==> config.mk <==
export PLATFORM = sky130hd
export DESIGN_NAME = gather_c
export DESIGN_NICKNAME = d
export VERILOG_FILES = /design/src/rtl/gather_c.sv
export SDC_FILE = /design/constraint.sdc
export NUM_CORES = 2
export LEC_CHECK = 0
export BUFFER_PORTS_ARGS = -buffer_cell sky130_fd_sc_hd__buf_2
export CELL_PAD_IN_SITES_DETAIL_PLACEMENT = 2
export CELL_PAD_IN_SITES_GLOBAL_PLACEMENT = 2
export CORE_UTILIZATION = 30
export DETAILED_ROUTE_END_ITERATION = 16
export GPL_ROUTABILITY_DRIVEN = 1
export PLACE_DENSITY_LB_ADDON = 0.1
export SYNTH_ARGS = -nofsm -noshare
export SYNTH_HDL_FRONTEND = slang
export SYNTH_SLANG_ARGS = --single-unit
==> constraint.sdc <==
create_clock -name clk -period 2.8 [get_ports clk]
set_clock_uncertainty 0.15 [all_clocks]
set_input_delay 0.56 -clock clk [delete_from_list [all_inputs] [get_ports clk]]
set_output_delay 0.56 -clock clk [all_outputs]
set_load 0.03 [all_outputs]
==> src/rtl/gather_c.sv <==
// gather_c: write-back end of the systolic datapath.
// Accepts one row of N accumulated C results per c_valid/c_ready handshake.
// Each result is arithmetically shifted, then saturated to W signed bits, and the
// row is buffered until a full NxN tile is held. The tile is then written to the
// C-result BRAM as N words, one tile row per word. Tiles are walked with tile_row
// as the inner loop and tile_col as the outer loop; all_done pulses after the last.
// Ports:
//   clk, rst_n        clock, asynchronous active-low reset
//   start             begins a full-matrix gather (honoured only in IDLE)
//   c_outs, c_valid   one tile row (lane i = tile column i) and its valid
//   c_ready           block accepts c_outs this cycle
//   bram_*_c          BRAM port C (clock, enable, write enable, address, data)
//   tile_done         pulse after a tile's last word is written
//   all_done          pulse after the final tile
//   busy, overflow    not idle / sticky dropped-beat flag
//   debug_state       current state encoding
module gather_c #(
  parameter int unsigned W             = 8,
  parameter int unsigned N             = 16,
  parameter int unsigned ACC_W         = 32,
  parameter int unsigned SHIFT         = 0,
  parameter int unsigned BRAM_W        = 128,
  parameter int unsigned BRAM_AW       = 10,
  parameter int unsigned DATA_C_SIZE_X = 64,
  parameter int unsigned DATA_C_SIZE_Y = 64
) (
  input  logic                 clk,
  input  logic                 rst_n,
  input  logic                 start,
  input  logic [N*ACC_W-1:0]   c_outs,
  input  logic                 c_valid,
  output logic                 c_ready,
  output logic                 bram_clk_c,
  output logic                 bram_en_c,
  output logic                 bram_we_c,
  output logic [BRAM_AW-1:0]   bram_addr_c,
  output logic [BRAM_W-1:0]    bram_wrdata_c,
  output logic                 tile_done,
  output logic                 all_done,
  output logic                 busy,
  output logic                 overflow,
  output logic [1:0]           debug_state
);

  localparam int unsigned TX  = DATA_C_SIZE_X / N;
  localparam int unsigned TY  = DATA_C_SIZE_Y / N;
  localparam int unsigned RW  = (N  > 1) ? $clog2(N)  : 1;
  localparam int unsigned TXW = (TX > 1) ? $clog2(TX) : 1;
  localparam int unsigned TYW = (TY > 1) ? $clog2(TY) : 1;

  localparam logic signed [ACC_W-1:0] SAT_MAX = ACC_W'((1 << (W - 1)) - 1);
  localparam logic signed [ACC_W-1:0] SAT_MIN = ~SAT_MAX;

  typedef enum logic [1:0] {
    IDLE    = 2'd0,
    COLLECT = 2'd1,
    WRITE   = 2'd2,
    DONE    = 2'd3
  } state_t;

  state_t            state, state_n;
  logic [RW-1:0]     row, row_n;
  logic [RW-1:0]     k, k_n;
  logic [TYW-1:0]    trow, trow_n;
  logic [TXW-1:0]    tcol, tcol_n;
  logic              ovf_n;
  logic              tile_done_n;
  logic              accept;
  logic              wr_n;
  logic [31:0]       addr_wide;
  logic [BRAM_AW-1:0] addr_n;
  logic [BRAM_W-1:0] data_n;
  logic [BRAM_W-1:0] new_row;
  logic [BRAM_W-1:0] buffer [N];

  assign bram_clk_c = clk;

  // Arithmetic shift then signed clamp to the W-bit range.
  function automatic logic [W-1:0] sat(input logic signed [ACC_W-1:0] v);
    logic signed [ACC_W-1:0] s;
    s = v >>> SHIFT;
    if (s > SAT_MAX) return SAT_MAX[W-1:0];
    if (s < SAT_MIN) return SAT_MIN[W-1:0];
    return s[W-1:0];
  endfunction

  // Rescaled row as it would be stored.
  always_comb begin
    new_row = '0;
    for (int i = 0; i < int'(N); i++) begin
      new_row[W*i +: W] = sat(c_outs[ACC_W*i +: ACC_W]);
    end
  end

  // Next-state and next-output logic.
  always_comb begin
    state_n     = state;
    row_n       = row;
    k_n         = k;
    trow_n      = trow;
    tcol_n      = tcol;
    ovf_n       = overflow;
    tile_done_n = 1'b0;
    accept      = 1'b0;

    // c_ready is high exactly in COLLECT, so any other busy state drops the beat.
    if (c_valid && state != IDLE && state != COLLECT) ovf_n = 1'b1;

    case (state)
      IDLE: begin
        if (start) begin
          ovf_n   = 1'b0;
          row_n   = '0;
          k_n     = '0;
          trow_n  = '0;
          tcol_n  = '0;
          state_n = COLLECT;
        end
      end
      COLLECT: begin
        if (c_valid) begin
          accept = 1'b1;
          if (row == RW'(N - 1)) begin
            row_n   = '0;
            k_n     = '0;
            state_n = WRITE;
          end else begin
            row_n = row + RW'(1);
          end
        end
      end
      WRITE: begin
        if (k == RW'(N - 1)) begin
          tile_done_n = 1'b1;
          k_n         = '0;
          if (trow == TYW'(TY - 1) && tcol == TXW'(TX - 1)) begin
            state_n = DONE;
          end else begin
            state_n = COLLECT;
            if (trow == TYW'(TY - 1)) begin
              trow_n = '0;
              tcol_n = tcol + TXW'(1);
            end else begin
              trow_n = trow + TYW'(1);
            end
          end
        end else begin
          k_n = k + RW'(1);
        end
      end
      DONE: state_n = IDLE;
      default: state_n = IDLE;
    endcase

    wr_n      = (state_n == WRITE);
    addr_wide = (32'(trow_n) * N + 32'(k_n)) * TX + 32'(tcol_n);
    addr_n    = '0;
    data_n    = '0;
    if (wr_n) begin
      addr_n = BRAM_AW'(addr_wide);
      // Bypass covers the row being stored on the same edge the write starts.
      data_n = (accept && row == k_n) ? new_row : buffer[k_n];
    end
  end

  // State, counters and registered outputs.
  always_ff @(posedge clk or negedge rst_n) begin
    if (!rst_n) begin
      state         <= IDLE;
      row           <= '0;
      k             <= '0;
      trow          <= '0;
      tcol          <= '0;
      overflow      <= 1'b0;
      c_ready       <= 1'b0;
      bram_en_c     <= 1'b0;
      bram_we_c     <= 1'b0;
      bram_addr_c   <= '0;
      bram_wrdata_c <= '0;
      tile_done     <= 1'b0;
      all_done      <= 1'b0;
      busy          <= 1'b0;
      debug_state   <= 2'd0;
    end else begin
      state         <= state_n;
      row           <= row_n;
      k             <= k_n;
      trow          <= trow_n;
      tcol          <= tcol_n;
      overflow      <= ovf_n;
      c_ready       <= (state_n == COLLECT);
      bram_en_c     <= wr_n;
      bram_we_c     <= wr_n;
      bram_addr_c   <= addr_n;
      bram_wrdata_c <= data_n;
      tile_done     <= tile_done_n;
      all_done      <= (state_n == DONE);
      busy          <= (state_n != IDLE);
      debug_state   <= 2'(state_n);
    end
  end

  // Tile buffer, one packed word per tile row.
  always_ff @(posedge clk or negedge rst_n) begin
    if (!rst_n) begin
      for (int i = 0; i < int'(N); i++) buffer[i] <= '0;
    end else if (accept) begin
      buffer[row] <= new_row;
    end
  end

endmodule

==> results.md <==
* Slew @ Worst Pin at 1.37 ns
* Core box area at 0.325 mm²
* DRT Pass-1 Iters at 5
* Die width at 574 µm
* Synthesis Warnings at 0
* Fraction of registers with async set/reset at 1.00
* Routed len/inst at approximately 26 µm
* Aggregate routed wire length at 406 mm
* Placed cells at 15100
* Post-Syn Area at 0.0983 mm²
* Post-Synth Simple-Gate Area at 0.155
* Row cnt at approximately 210
* First-pass GRT wire length at 612 mm
* VDD IR-drop max at 0.000425 V
* Initial Utilization at 0.302
* Final setup margin at -0.241 ns
* I/O pin count at ~660
* Hold Violations, Final at 0
* Ys flop type: dfrtp_1
* Synth Area in Adders at 0.000891
* Die area at ~0.33 mm²
* Pin count of the biggest net entering global routing at 105
* Die Height at 574 µm
* XOR/XNOR share of the synthesized area at 0.000522
* GR Overflow Total at 0
* Routed vias at 83700
* Number of synthesized flops with an enable pin at 0
* Final setup viols at 125
* Leading cell type in the layout, fill and taps excluded: nand2_1
* Detailed router's first-iteration violation count at 4171
* Setup TNS Final at -16.92 ns
* Vias in the first global route at 94700
* Worst hold slack at 0.0718 ns
* Drt drc at 0
* Cell variety after synth at 61
* Compound-Gate Fraction of Synth Area at 0.171
* Tcrit/Tclk final at 1.09
* Leakage at 55.9 nW
* Avg Cell Area, Syn at between 9 and 10 µm²
* Relative slew slack at 0.0891
* Crit end category: flip-flop
* Type of the most critical hold path: primary input to flip-flop
* Antenna violations before repair at 23
* RSZ-0062 raised after global routing: true
* Seq cells post-synth at 2204
* Routability cong. at 0.775
* CP Max Fanout at 10
* Crit path DAT at 3.80 ns
* Post-synthesis mux area share at 0.0710
* Share of cells above drive strength 1 at 0.198
* Final design utilization at 0.384
* Final Slew Violations at 0
* Post-Syn Instances at 10300
* Hpwl dp at 257 mm
* TritonCTS clock tree: yes
* Fin crit period at ~3.0 ns
* Synth-to-layout area growth at 27.0%
* Sequential share of the synthesized area at 0.561
* Total Nets Final at 11700
* Max-Cap Viols at 0
* Pwr Density at 944 mW/mm²
* CP Launch Type: flip-flop
* Commonest non-fill, non-tap cells in the layout: nand2_1, dfrtp_1, o21ai_0
* Clk_lat worst skew at 1.01 ns
* Worst path required time at 3.56 ns
* PortBufs at 661
* Overall routing resource usage at 0.241
* Via density at 5.32
* Crit Path Class: flip-flop to flip-flop
* Worst-path clk slew at roughly 0.06 ns
* Antenna Nets Post-Route at 0
* F_max at 329 MHz
* Finished Layout Cells at 15700
* Violated checks: setup timing
* Status: finished, violations left
* Largest family of logic cells by synthesized area: compound AO/OA/AOI/OAI gates
registers in the layout, indices dropped and copies added (netlist names), 2 cells and up:
signal	flops
state	2
k	4
bram_wrdata_c	128
bram_addr_c	8
row	4
buffer	2048
tcol	2
trow	2
report_power, final:
part / total, mW / leakage (nW) / internal, mW / switching (mW)
Clock: 35.6 / 4.36 / 21.1 / 14.5
Sequential: 51.6 / 28.9 / 44.6 / 7.00
Combinational: 30.6 / 22.7 / 13.1 / 17.5
Total: 118 / 55.9 / 78.8 / 39.1
cell families (layout without fill, tap and decap cells):
logic type	count (synthesis)	in the layout
flops	2204	2204
buf+inv	950	2095
compound gates	2864	2864
xor+xnor	5	5
mux	543	543
simple gates	3677	3677
fa+ha+maj	7	7
other cells	1	13
worst paths after layout:
check / start / to / slack [ns] / cells past startpoint
setup reg to reg: row[0] / bram_wrdata_c[42] / -0.24 / 14
setup / recovery: row[0] / bram_wrdata_c[42] / -0.24 / 14
hold reg to reg: buffer[1099] / buffer[1099] / 0.32 / 2
min in group asynchronous: rst_n / buffer[775] / 0.21 / 3
hold / removal: c_outs[261] / buffer[1221] / 0.07 / 4
max in group asynchronous: rst_n / buffer[1393] / 1.43 / 5
final cells by class:
cell class / count / area (µm²)
Multi-Input combinational cell: 7098 / 40200
Sequential cell: 2204 / 55200
Tap cell: 4325 / 5410
Timing Repair Buffer: 1615 / 15000
Inverter: 12 / 110
Clock buffer: 406 / 8170
Fill cell: 34600 / 200000
Clock inverter: 62 / 689
Antenna cell: 11 / 27.5
worst max-delay path, cell delays in order, from the launching register on:
cell       delay [ns]
dfrtp_1          0.36
ha_2             0.21
buf_6            0.10
nand4_1          0.20
and3_4           0.28
nor3_4           0.29
inv_6            0.07
xnor2_4          0.14
nand4_1          0.13
buf_6            0.17
buf_16           0.16
buf_6            0.16
clkbuf_16        0.20
o221a_1          0.13
a31oi_1          0.18
synth_stat cells (all sizes together), types with 3 or more instances:
| master | instances | share of area |
|---|---|---|
| a221o | 8 | 0.00081 |
| nor3 | 27 | 0.0018 |
| o221a | 119 | 0.014 |
| a221oi | 8 | 0.00071 |
| buf | 175 | 0.011 |
| nand3 | 17 | 0.00087 |
| or4 | 22 | 0.0017 |
| nand2b | 3 | 0.00019 |
| a31oi | 125 | 0.0080 |
| nand4 | 106 | 0.0067 |
| and4 | 11 | 0.00098 |
| inv | 12 | 0.00048 |
| nor4 | 90 | 0.0057 |
| a22oi | 9 | 0.00069 |
| and2 | 6 | 0.00038 |
| nor2 | 153 | 0.0059 |
| a211oi | 368 | 0.028 |
| o31ai | 3 | 0.00023 |
| dfrtp | 2204 | 0.56 |
| xor2 | 3 | 0.00027 |
| mux2 | 33 | 0.0038 |
| mux4 | 120 | 0.028 |
| ha | 7 | 0.00089 |
| o211a | 8 | 0.00081 |
| a21oi | 112 | 0.0057 |
| mux2i | 390 | 0.040 |
| a311oi | 119 | 0.011 |
| clkbuf | 763 | 0.029 |
| a22o | 9 | 0.00080 |
| and3 | 244 | 0.016 |
| o2111ai | 3 | 0.00045 |
| o21ai | 1966 | 0.10 |
| nand2 | 2989 | 0.11 |
per-stage QoR:
step	total power [mW]	area (µm²)	setup slack, ns
final	118	125000	-0.241
after global routing	126	125000	-0.299
after CTS	119	124000	-0.137
after detailed placement	81.5	112000	-0.648
after global placement	78.7	112000	-0.631
after floorplan	68.3	98300	0.0187
routing by layer:
layer | part of all wire | wire (µm) | global-route usage
met1 | 0.46 | 189000 | 0.328
met2 | 0.49 | 197000 | 0.413
met3 | 0.031 | 12400 | 0.0245
met4 | 0.018 | 7480 | 0.0531
met5 | 0.000054 | 22 | 0
what timing repair did:
| action | 4_1_cts | 5_1_grt |
|---|---|---|
| pin swaps | 82 | 129 |
| setup buffers | 23 | 18 |
| setup endpoints to repair | 144 | 226 |
| resized for setup | 184 | 129 |
| endpoints found under the hold margin | 3267 | 0 |
| gates cloned | 7 | 17 |
| hold buffers | 128 | 0 |
Power figures use the tool's default switching activity.
